[config.mk]
export PLATFORM = sky130hd
export DESIGN_NAME = memory_stage
export DESIGN_NICKNAME = d
export VERILOG_FILES = /design/src/rtl/memory_stage.sv
export SDC_FILE = /design/constraint.sdc
export NUM_CORES = 1
export LEC_CHECK = 0
export BUFFER_PORTS_ARGS = -buffer_cell sky130_fd_sc_hd__buf_4
export CAP_MARGIN = 40
export CORE_AREA = 2 2 141 143
export DETAILED_ROUTE_END_ITERATION = 10
export DIE_AREA = 0 0 143 145
export PLACE_DENSITY_LB_ADDON = 0.08
export SLEW_MARGIN = 20
export SYNTH_ARGS = -nofsm -noshare
export SYNTH_HDL_FRONTEND = slang
export SYNTH_SLANG_ARGS = --single-unit
[constraint.sdc]
create_clock -name CLK -period 4.4 [get_ports CLK]
set_clock_uncertainty 0.1 [all_clocks]
set_input_delay 0.44 -clock CLK [delete_from_list [all_inputs] [get_ports CLK]]
set_output_delay 0.44 -clock CLK [all_outputs]
set_load 0.02 [all_outputs]
[src/rtl/memory_stage.sv]
// Memory stage: drives the data memory port and holds the M/W pipeline register.
// Zero-wait access completes in one cycle; a missing DMemAck stalls upstream and bubbles into W.
module memory_stage (
    input  logic        CLK,
    input  logic        RST,
    input  logic [31:0] ALUResultM,
    input  logic [31:0] WriteDataM,
    input  logic [31:0] PCPlus4M,
    input  logic [4:0]  RdM,
    input  logic [3:0]  controlM,
    input  logic [31:0] DMemRData,
    input  logic        DMemAck,
    output logic        DMemReq,
    output logic        DMemWE,
    output logic [31:0] DMemAddr,
    output logic [31:0] DMemWData,
    output logic        StallM,
    output logic [31:0] ALUResultMH,
    output logic [4:0]  RdMH,
    output logic        RegWriteMH,
    output logic [31:0] ALUResultW,
    output logic [31:0] ReadDataW,
    output logic [31:0] PCPlus4W,
    output logic [4:0]  RdW,
    output logic [2:0]  controlW,
    output logic [15:0] StallCount
);

    typedef enum logic {
        ST_IDLE = 1'b0,
        ST_WAIT = 1'b1
    } state_t;

    state_t      state_q, state_d;
    logic        access, load, store;

    logic [31:0] alu_result_w_q, alu_result_w_d;
    logic [31:0] read_data_w_q, read_data_w_d;
    logic [31:0] pc_plus4_w_q, pc_plus4_w_d;
    logic [4:0]  rd_w_q, rd_w_d;
    logic [2:0]  control_w_q, control_w_d;
    logic [15:0] stall_count_q, stall_count_d;

    assign access = controlM[0] | (controlM[2:1] == 2'b01);
    assign load   = (controlM[2:1] == 2'b01) & ~controlM[0];
    assign store  = controlM[0];

    assign DMemAddr    = ALUResultM;
    assign DMemWData   = WriteDataM;
    assign DMemWE      = store;
    assign ALUResultMH = ALUResultM;
    assign RdMH        = RdM;
    assign RegWriteMH  = controlM[3];

    always_ff @(posedge CLK or posedge RST) begin
        if (RST) begin
            state_q <= ST_IDLE;
        end else begin
            state_q <= state_d;
        end
    end

    // An ack without an access is a stray strobe and must not move the FSM.
    always_comb begin
        state_d = state_q;
        case (state_q)
            ST_IDLE: if (access && !DMemAck) state_d = ST_WAIT;
            ST_WAIT: if (access && DMemAck)  state_d = ST_IDLE;
            default: state_d = ST_IDLE;
        endcase
    end

    // Request stays up in both states so a zero-wait memory never stalls.
    always_comb begin
        DMemReq = access & ~RST;
        StallM  = access & ~DMemAck & ~RST;
    end

    always_comb begin
        alu_result_w_d = ALUResultM;
        read_data_w_d  = load ? DMemRData : 32'h0;
        pc_plus4_w_d   = PCPlus4M;
        rd_w_d         = RdM;
        control_w_d    = controlM[3:1];
        stall_count_d  = stall_count_q;
        if (StallM) begin
            alu_result_w_d = 32'h0;
            read_data_w_d  = 32'h0;
            pc_plus4_w_d   = 32'h0;
            rd_w_d         = 5'd0;
            control_w_d    = 3'b000;
            if (stall_count_q != 16'hFFFF) begin
                stall_count_d = stall_count_q + 16'd1;
            end
        end
    end

    always_ff @(posedge CLK or posedge RST) begin
        if (RST) begin
            alu_result_w_q <= 32'h0;
            read_data_w_q  <= 32'h0;
            pc_plus4_w_q   <= 32'h0;
            rd_w_q         <= 5'd0;
            control_w_q    <= 3'b000;
            stall_count_q  <= 16'h0;
        end else begin
            alu_result_w_q <= alu_result_w_d;
            read_data_w_q  <= read_data_w_d;
            pc_plus4_w_q   <= pc_plus4_w_d;
            rd_w_q         <= rd_w_d;
            control_w_q    <= control_w_d;
            stall_count_q  <= stall_count_d;
        end
    end

    assign ALUResultW = alu_result_w_q;
    assign ReadDataW  = read_data_w_q;
    assign PCPlus4W   = pc_plus4_w_q;
    assign RdW        = rd_w_q;
    assign controlW   = control_w_q;
    assign StallCount = stall_count_q;

endmodule

==> impl_metrics.yaml, run 1 <==
setup_path:
  rrSetupSlack_ns: 2.39
  r2r_cells: 5
  cp.arrival_ns: 1.98
  rr_startpoint: "StallCount[1]"
  path_max_fanout: 16
  r2r_end: "StallCount[1]"
  end_kind: "output port"
  path_class: "in -> out"
  crit_path_start_kind: "input port"
  critical_path_required_ns: 3.86
synth:
  yosys_warnings: 0
  synth-main-ff-cell: "dfrtp_1"
  async_flop_share_pct: 100
  syn-num-nets: 546
  yosysSeqAreaShare_pct: 60.5
  synth_area_um2: 4970
  synth-edff-count: 0
  synth.distinct_cells: 34
  syn_avg_cell_area_um2: 12.3
  syn_inst: 405
  yosys_register_bits: 120
finish:
  final_cell_count_no_fill: 893
  final_area_um2: 7480
  seq_area_um2: 3000
  n_antenna_cell: 0
  final_cell_mix: "buf_4, dfrtp_1, and2_1"
  syn_to_final_growth_pct: 50.6
  multiInputGateArea_um2: 1150
  drive_above_1_share_pct: 55.9
  fill_cells: 1856
  final_common_cell: "buf_4"
  nets: 756
die:
  die_x_um: 143
  initial_core_util_pct: 25.9
  dieArea_um2: 20700
  core_area_um2: 19200
  fp.dieH_um: 145
  ios: 365
  row_count: 51
detailed_routing:
  dr.first_iter.drc_count: 134
  ant_nets: 0
  wirelength_um: 14200
  num_vias: 3450
  vias_per_cell: 3.86
  drc_errors: 0
  first_pass_iters: 4
  drt-wirelength-per-cell_um: 15.8
timing:
  fmax_mhz: 397
  period_share_pct: 57.2
  hold_viol_final: 0
  min_period_ns: 2.52
  setup_violations: 0
  drv_slew: 0
  hold_ws_ns: 0.132
  rsz0062_at_grt: "no"
  slew_headroom_pct: 62.4
  fin_ws_ns: 1.88
  fin_tns_setup_ns: 0
  tightestPinTransition_ns: 0.559
clock_tree:
  clockBufferDepth: 2
  insertion_delay_ns: 0.41
  cts_root_buf: "clkbuf_16"
  h-tree-depth: 4
  cts_buffers: 17
  cts_tree: "done"
  cts.sinks: 120
  cts_resized: 0
  clk_pin_slew_ns: 0.06
  cts_setup_buffers: 0
flow_run:
  cap_violations: 0
global_routing:
  grt_pass1_wl_um: 21100
  antenna_found_initial: 0
  grt.overflow.total: 0
  grt_max_degree: 43
  grt_use_total_pct: 13.6
  grt_pass1_vias: 3572
place:
  io_buffers: 300
  gp_congestion: 0.739
  postPlaceCellArea_um2: 6810
  place_ws_ns: 2.19
  dpl.hpwl_um: 10800
  dp_cells: 860
power_and_ir_drop:
  p_per_area_nw_per_um2: 444
  p_leak_nw: 3.83
  peakVddDrop_v: 0.000252
run_status:
  status: "finished clean"
hold_path:
  hold_end: "ReadDataW[27]"
  hp-start: "DMemRData[27]"
  hold_path.class: "in -> reg"
  whs_path_depth: 2
timing repair:
item,in CTS,in global routing
hold endpoints to repair,20,0
setup endpoints to repair,0,0
hold buffers,1,0
per-stage QoR:
step / utilization [%] / total power [mW]
4_1_cts: 39.0 / 3.40
5_1_grt: 39.0 / 3.49
6_report: 39.0 / 3.33
3_3_place_gp: 35.3 / 1.79
3_5_place_dp: 35.5 / 1.80
2_1_floorplan: - / 1.57
worst max path at each step:
| stage | from | endpoint | slack (ns) | depth (start not counted) |
|---|---|---|---|---|
| 2_1_floorplan | RST | ALUResultW[0] | 0.67 | 1 |
| 3_3_place_gp | controlM[1] | StallM | 1.95 | 5 |
| 3_5_place_dp | RST | StallCount[10] | 2.19 | 6 |
| 4_1_cts | RST | StallM | 1.85 | 6 |
| 5_1_grt | RST | StallM | 1.74 | 6 |
| 6_report | RST | StallM | 1.88 | 6 |
cell type report:
cell class | instances | share of cell area, %
clock buffer | 21 | 6.29
clock inverter | 11 | 2.58
inverter | 3 | 0.184
multi-input combinational | 167 | 15.4
sequential | 120 | 40.1
tap | 265 | 4.43
timing repair buffer | 306 | 31.0
critical path, stage by stage:
cell and delay (ns):
dlygate4sd3_1 0.56, buf_4 0.16, nor2_1 0.32, o21ai_4 0.25, inv_1 0.10, buf_4 0.14
sequential cells by signal, indices dropped and copies added (netlist names):
register	cells
StallCount	16
ALUResultW	32
controlW	3
PCPlus4W	32
RdW	5
ReadDataW	32
layer usage:
layer	GRT usage (%)	routed length [um]	part of all wire, %
met2	22.9	7080	50
met5	0	0	0
met1	14.8	5320	38
met4	4.70	188	1.3
met3	6.40	1560	11
logic make-up after synthesis:
kind of cell	count (synthesis)	share of synthesized area (%)
AOI/OAI and AO/OA	5	0.781
xor gates and xnor gates	12	2.12
adders and majority gates	1	0.252
buffers and inverters	118	16.7
DFF	120	60.5
muxes	4	0.982
and+or+nand+nor	145	18.7
power breakdown:
part,internal (mW),switching (mW),total (mW)
sequential,1.18,0.0536,1.23
clock,1.05,0.507,1.56
combinational,0.251,0.285,0.536
total,2.48,0.845,3.33
synthesized netlist by cell type, types with 2 or more instances:
| library cell | count | area (um^2) |
|---|---|---|
| buf_4 | 103 | 773 |
| nor4_1 | 3 | 18.8 |
| xor2_1 | 11 | 96.3 |
| mux2_2 | 3 | 33.8 |
| inv_1 | 3 | 11.3 |
| dfrtp_1 | 120 | 3000 |
| nand2_1 | 5 | 18.8 |
| nand3_1 | 5 | 25.0 |
| nor2_1 | 5 | 18.8 |
| and2_1 | 105 | 657 |
| clkbuf_1 | 11 | 41.3 |
| nor3_1 | 7 | 35.0 |
| nand4_1 | 2 | 12.5 |
| o21ai_0 | 2 | 10.0 |
Power figures use the tool's default switching activity.
==> inputs of run 2 (changes only) <==
--- a/config.mk
+++ b/config.mk
@@ -7,9 +7,9 @@
 export LEC_CHECK = 0
 export BUFFER_PORTS_ARGS = -buffer_cell sky130_fd_sc_hd__buf_4
 export CAP_MARGIN = 40
-export CORE_AREA = 2 2 141 143
+export CORE_AREA = 2 2 142 144
 export DETAILED_ROUTE_END_ITERATION = 10
-export DIE_AREA = 0 0 143 145
+export DIE_AREA = 0 0 144 146
 export PLACE_DENSITY_LB_ADDON = 0.08
 export SLEW_MARGIN = 20
 export SYNTH_ARGS = -nofsm -noshare
==> constraint.sdc (replaced) <==
create_clock -name CLK -period 2.1 [get_ports CLK]
set_clock_uncertainty 0.1 [all_clocks]
set_input_delay 0.21 -clock CLK [delete_from_list [all_inputs] [get_ports CLK]]
set_output_delay 0.21 -clock CLK [all_outputs]
set_load 0.02 [all_outputs]
==> impl_metrics.yaml, run 2 (synthesis gave the netlist of run 1 again) <==
setup_path:
  cp.arrival_ns: 1.66
  path_max_fanout: 11
  path_class: "in -> out"
  end_kind: "output port"
  crit_path_start_kind: "input port"
  critical_path_required_ns: 1.79
timing:
  hold_ws_ns: 0.243
  rsz0062_at_grt: "no"
  fin_tns_setup_ns: 0
  min_period_ns: 1.97
  fmax_mhz: 507
  drv_slew: 0
  setup_violations: 0
  fin_ws_ns: 0.129
  hold_viol_final: 0
  period_share_pct: 93.9
  tightestPinTransition_ns: 0.654
  slew_headroom_pct: 56.4
finish:
  fill_cells: 1810
  nets: 866
  final_cell_count_no_fill: 1003
  n_antenna_cell: 0
  final_common_cell: "buf_4"
  final_cell_mix: "buf_4, dfrtp_1, and2_1, dlygate4sd3_1, clkbuf_16"
  syn_to_final_growth_pct: 71.1
  drive_above_1_share_pct: 48.6
  multiInputGateArea_um2: 1160
  seq_area_um2: 3000
clock_tree:
  cts_setup_buffers: 0
  clockBufferDepth: 2
  clk_pin_slew_ns: 0.06
  h-tree-depth: 4
  cts_tree: "done"
  insertion_delay_ns: 0.42
  cts_root_buf: "clkbuf_16"
  cts.sinks: 120
  cts_buffers: 17
die:
  initial_core_util_pct: 25.7
  die_x_um: 144
  ios: 365
  fp.dieH_um: 146
  core_area_um2: 19300
  row_count: 51
  dieArea_um2: 21000
place:
  gp_congestion: 0.760
  io_buffers: 300
  dp_cells: 865
  dpl.hpwl_um: 11300
  place_ws_ns: 0.201
detailed_routing:
  dr.first_iter.drc_count: 94
  vias_per_cell: 3.86
  wirelength_um: 16100
  num_vias: 3871
  drc_errors: 0
  ant_nets: 0
  first_pass_iters: 3
  drt-wirelength-per-cell_um: 16.1
flow_run:
  cap_violations: 0
global_routing:
  antenna_found_initial: 0
  grt_pass1_vias: 4139
  grt_pass1_wl_um: 23400
  grt.overflow.total: 0
  grt_use_total_pct: 14.9
  grt_max_degree: 72
power_and_ir_drop:
  p_per_area_nw_per_um2: 806
  finalPower_mw: 6.85
  peakVddDrop_v: 0.000575
  p_leak_nw: 4.25
hold_path:
  hold_path.class: "in -> reg"
run_status:
  status: "finished clean"
[run 2: stage by stage]
step	utilization [%]	area, um^2
after CTS	43.9	8490
after detailed placement	35.4	6840
after global routing	44.0	8500
after global placement	35.4	6840
after floorplan	-	4970
final	44.0	8500
[run 2: final timing paths]
path                                 from             end  slack [ns]  cells after the start
setup reg to reg            StallCount[0]  StallCount[10]        0.36                      5
hold / removal                controlM[0]    PCPlus4W[30]        0.24                      3
setup / recovery                      RST          StallM        0.13                      6
hold reg to reg            StallCount[15]  StallCount[15]        0.42                      1
min in group asynchronous             RST   ReadDataW[16]        0.41                      4
max in group asynchronous             RST  StallCount[15]        0.92                      4
[run 2: cell type report]
type                            count  share of cell area [%]
Clock buffer                       19                    5.33
Clock inverter                     13                    1.71
Inverter                            3                   0.177
Multi-Input combinational cell    168                    13.7
Sequential cell                   120                    35.3
Tap cell                          265                    3.90
Timing Repair Buffer              415                    39.9
[run 2: where the power goes]
group | internal [mW] | switching (mW)
Sequential | 2.47 | 0.0911
Clock | 1.82 | 1.12
Combinational | 0.677 | 0.674
[run 2: repair_timing]
action | 4_1_cts | 5_1_grt
resized for setup | 0 | 1
hold buffers | 105 | 0
endpoints found under the hold margin | 224 | 0
endpoints found under the setup margin | 0 | 1
[run 2: routing by layer]
| layer | track usage (%) | vias to the layer above | routed length (um) | part of all wire (%) |
|---|---|---|---|---|
| met5 | 0 | - | 0 | 0 |
| li1 | - | 1821 | - | - |
| met4 | 4.95 | 0 | 179 | 1.1 |
| met3 | 6.38 | 12 | 1640 | 10 |
| met2 | 27.4 | 230 | 8640 | 54 |
| met1 | 14.9 | 1808 | 5640 | 35 |
[run 2: critical path, stage by stage]
cell           delay [ns]
dlygate4sd3_1        0.56
buf_4                0.16
nor2_1               0.30
o21ai_4              0.21
inv_1                0.09
buf_4                0.14
==> inputs of run 3 (changes only) <==
--- a/config.mk
+++ b/config.mk
@@ -7,6 +7,8 @@
 export LEC_CHECK = 0
 export BUFFER_PORTS_ARGS = -buffer_cell sky130_fd_sc_hd__buf_4
 export CAP_MARGIN = 40
+export CELL_PAD_IN_SITES_DETAIL_PLACEMENT = 0
+export CELL_PAD_IN_SITES_GLOBAL_PLACEMENT = 1
 export CORE_AREA = 2 2 142 144
 export DETAILED_ROUTE_END_ITERATION = 10
 export DIE_AREA = 0 0 144 146
==> constraint.sdc (replaced) <==
create_clock -name CLK -period 2.3 [get_ports CLK]
set_clock_uncertainty 0.1 [all_clocks]
set_input_delay 0.115 -clock CLK [delete_from_list [all_inputs] [get_ports CLK]]
set_output_delay 0.115 -clock CLK [all_outputs]
set_load 0.02 [all_outputs]
==> impl_metrics.yaml, run 3 (synthesis gave the netlist of run 1 again) <==
run_status:
  status: "finished clean"
clock_tree:
  cts_setup_buffers: 0
  clk_pin_slew_ns: 0.06
  h-tree-depth: 4
  clockBufferDepth: 2
  cts_root_buf: "clkbuf_16"
  cts_tree: "done"
  cts.sinks: 120
  insertion_delay_ns: 0.41
  cts_buffers: 17
detailed_routing:
  drt-wirelength-per-cell_um: 15.1
  drc_errors: 0
  dr.first_iter.drc_count: 117
  num_vias: 3834
  wirelength_um: 15100
  first_pass_iters: 4
  ant_nets: 0
  vias_per_cell: 3.84
place:
  gp_congestion: 0.725
  place_ws_ns: 0.333
  dpl.hpwl_um: 10800
  io_buffers: 300
global_routing:
  use_met3_pct: 5.43
  use_met2_pct: 23.4
  grt_pass1_wl_um: 22300
  grt.overflow.total: 0
  grt_max_degree: 66
  grt_most_used_layer: "met2"
  antenna_found_initial: 0
  grt_pass1_vias: 3957
  grt_util_met1_pct: 15.6
  grt_use_total_pct: 14.0
timing:
  rsz0062_at_grt: "no"
  fin_tns_setup_ns: 0
  drv_slew: 0
  slew_headroom_pct: 60.7
  setup_violations: 0
  min_period_ns: 2.11
  fin_ws_ns: 0.194
  fmax_mhz: 475
  period_share_pct: 91.6
  hold_ws_ns: 0.126
  hold_viol_final: 0
  tightestPinTransition_ns: 0.589
die:
  initial_core_util_pct: 25.7
  ios: 365
  core_area_um2: 19300
  row_count: 51
  dieArea_um2: 21000
  die_x_um: 144
  fp.dieH_um: 146
hold_path:
  hold_end: "ALUResultW[24]"
  hp-start: "DMemAck"
  hold_path.class: "in -> reg"
  whs_path_depth: 4
setup_path:
  rr_startpoint: "StallCount[0]"
  cp.arrival_ns: 1.89
  path_max_fanout: 50
  rrSetupSlack_ns: 0.35
  end_kind: "output port"
  critical_path_required_ns: 2.09
  path_class: "in -> out"
  r2r_end: "StallCount[1]"
  crit_path_start_kind: "input port"
  r2r_cells: 5
power_and_ir_drop:
  p_per_area_nw_per_um2: 737
  peakVddDrop_v: 0.000468
  p_leak_nw: 4.24
flow_run:
  cap_violations: 0
finish:
  n_antenna_cell: 0
  drive_above_1_share_pct: 48.0
  syn_to_final_growth_pct: 71.0
  fill_cells: 1818
  nets: 861
  final_common_cell: "buf_4"
  final_cell_mix: "buf_4, dfrtp_1, and2_1, dlygate4sd3_1, clkbuf_16"
-- run 3: changes by cell type in the layout (fill, tap and decap cells not counted), sizes merged --
cell	previous run	this run
buf	310	306
bufinv	2	3
clkbuf	19	21
clkinv	6	3
o21ai	4	3
-- run 3: worst max-delay path by stage --
stage	from	end	cells past startpoint
floorplan	StallCount[0]	StallCount[1]	5
global placement	StallCount[0]	StallCount[1]	5
detailed placement	StallCount[0]	StallCount[1]	5
CTS	RST	StallM	7
global route	controlM[1]	StallM	7
finish	controlM[1]	StallM	7
-- run 3: layer usage --
| layer | routed length [um] | vias to the layer above |
|---|---|---|
| li1 | - | 1802 |
| met1 | 5740 | 1782 |
| met2 | 7380 | 227 |
| met3 | 1570 | 23 |
| met4 | 361 | 0 |
| met5 | 0 | - |
-- run 3: final cells by class --
cell class / instances / area, um^2 / share of cell area, %
Tap cell: 265 / 332 / 3.90
Sequential cell: 120 / 3000 / 35.4
Multi-Input combinational cell: 167 / 1150 / 13.6
Clock buffer: 21 / 460 / 5.42
Inverter: 3 / 15.0 / 0.177
Timing Repair Buffer: 411 / 3390 / 39.9
Clock inverter: 11 / 145 / 1.71
-- run 3: repair_timing --
action / CTS / global route
hold endpoints to repair: 126 / 0
hold buffers: 105 / 0
endpoints found under the setup margin: 0 / 1
gates resized for setup: 0 / 1
-- run 3: critical path, cell delays in order --
cell	delay, ns
dlygate4sd3_1	0.57
buf_4	0.15
nor2b_1	0.18
o21ai_4	0.38
buf_12	0.26
inv_1	0.06
buf_4	0.15
-- run 3: per-stage QoR --
step | instance area [um^2] | util (%) | power, mW | instances
floorplan | 4970 | - | 3.01 | 405
global placement | 6840 | 35.4 | 3.44 | 861
detailed placement | 6840 | 35.4 | 3.44 | 861
CTS | 8490 | 43.9 | 6.36 | 998
global route | 8490 | 43.9 | 6.54 | 998
finish | 8490 | 43.9 | 6.26 | 998
-- run 3: where the power goes --
group / total, mW / switching [mW] / internal [mW]
registers: 2.35 / 0.0973 / 2.25
logic: 1.18 / 0.581 / 0.598
clock network: 2.73 / 0.967 / 1.76
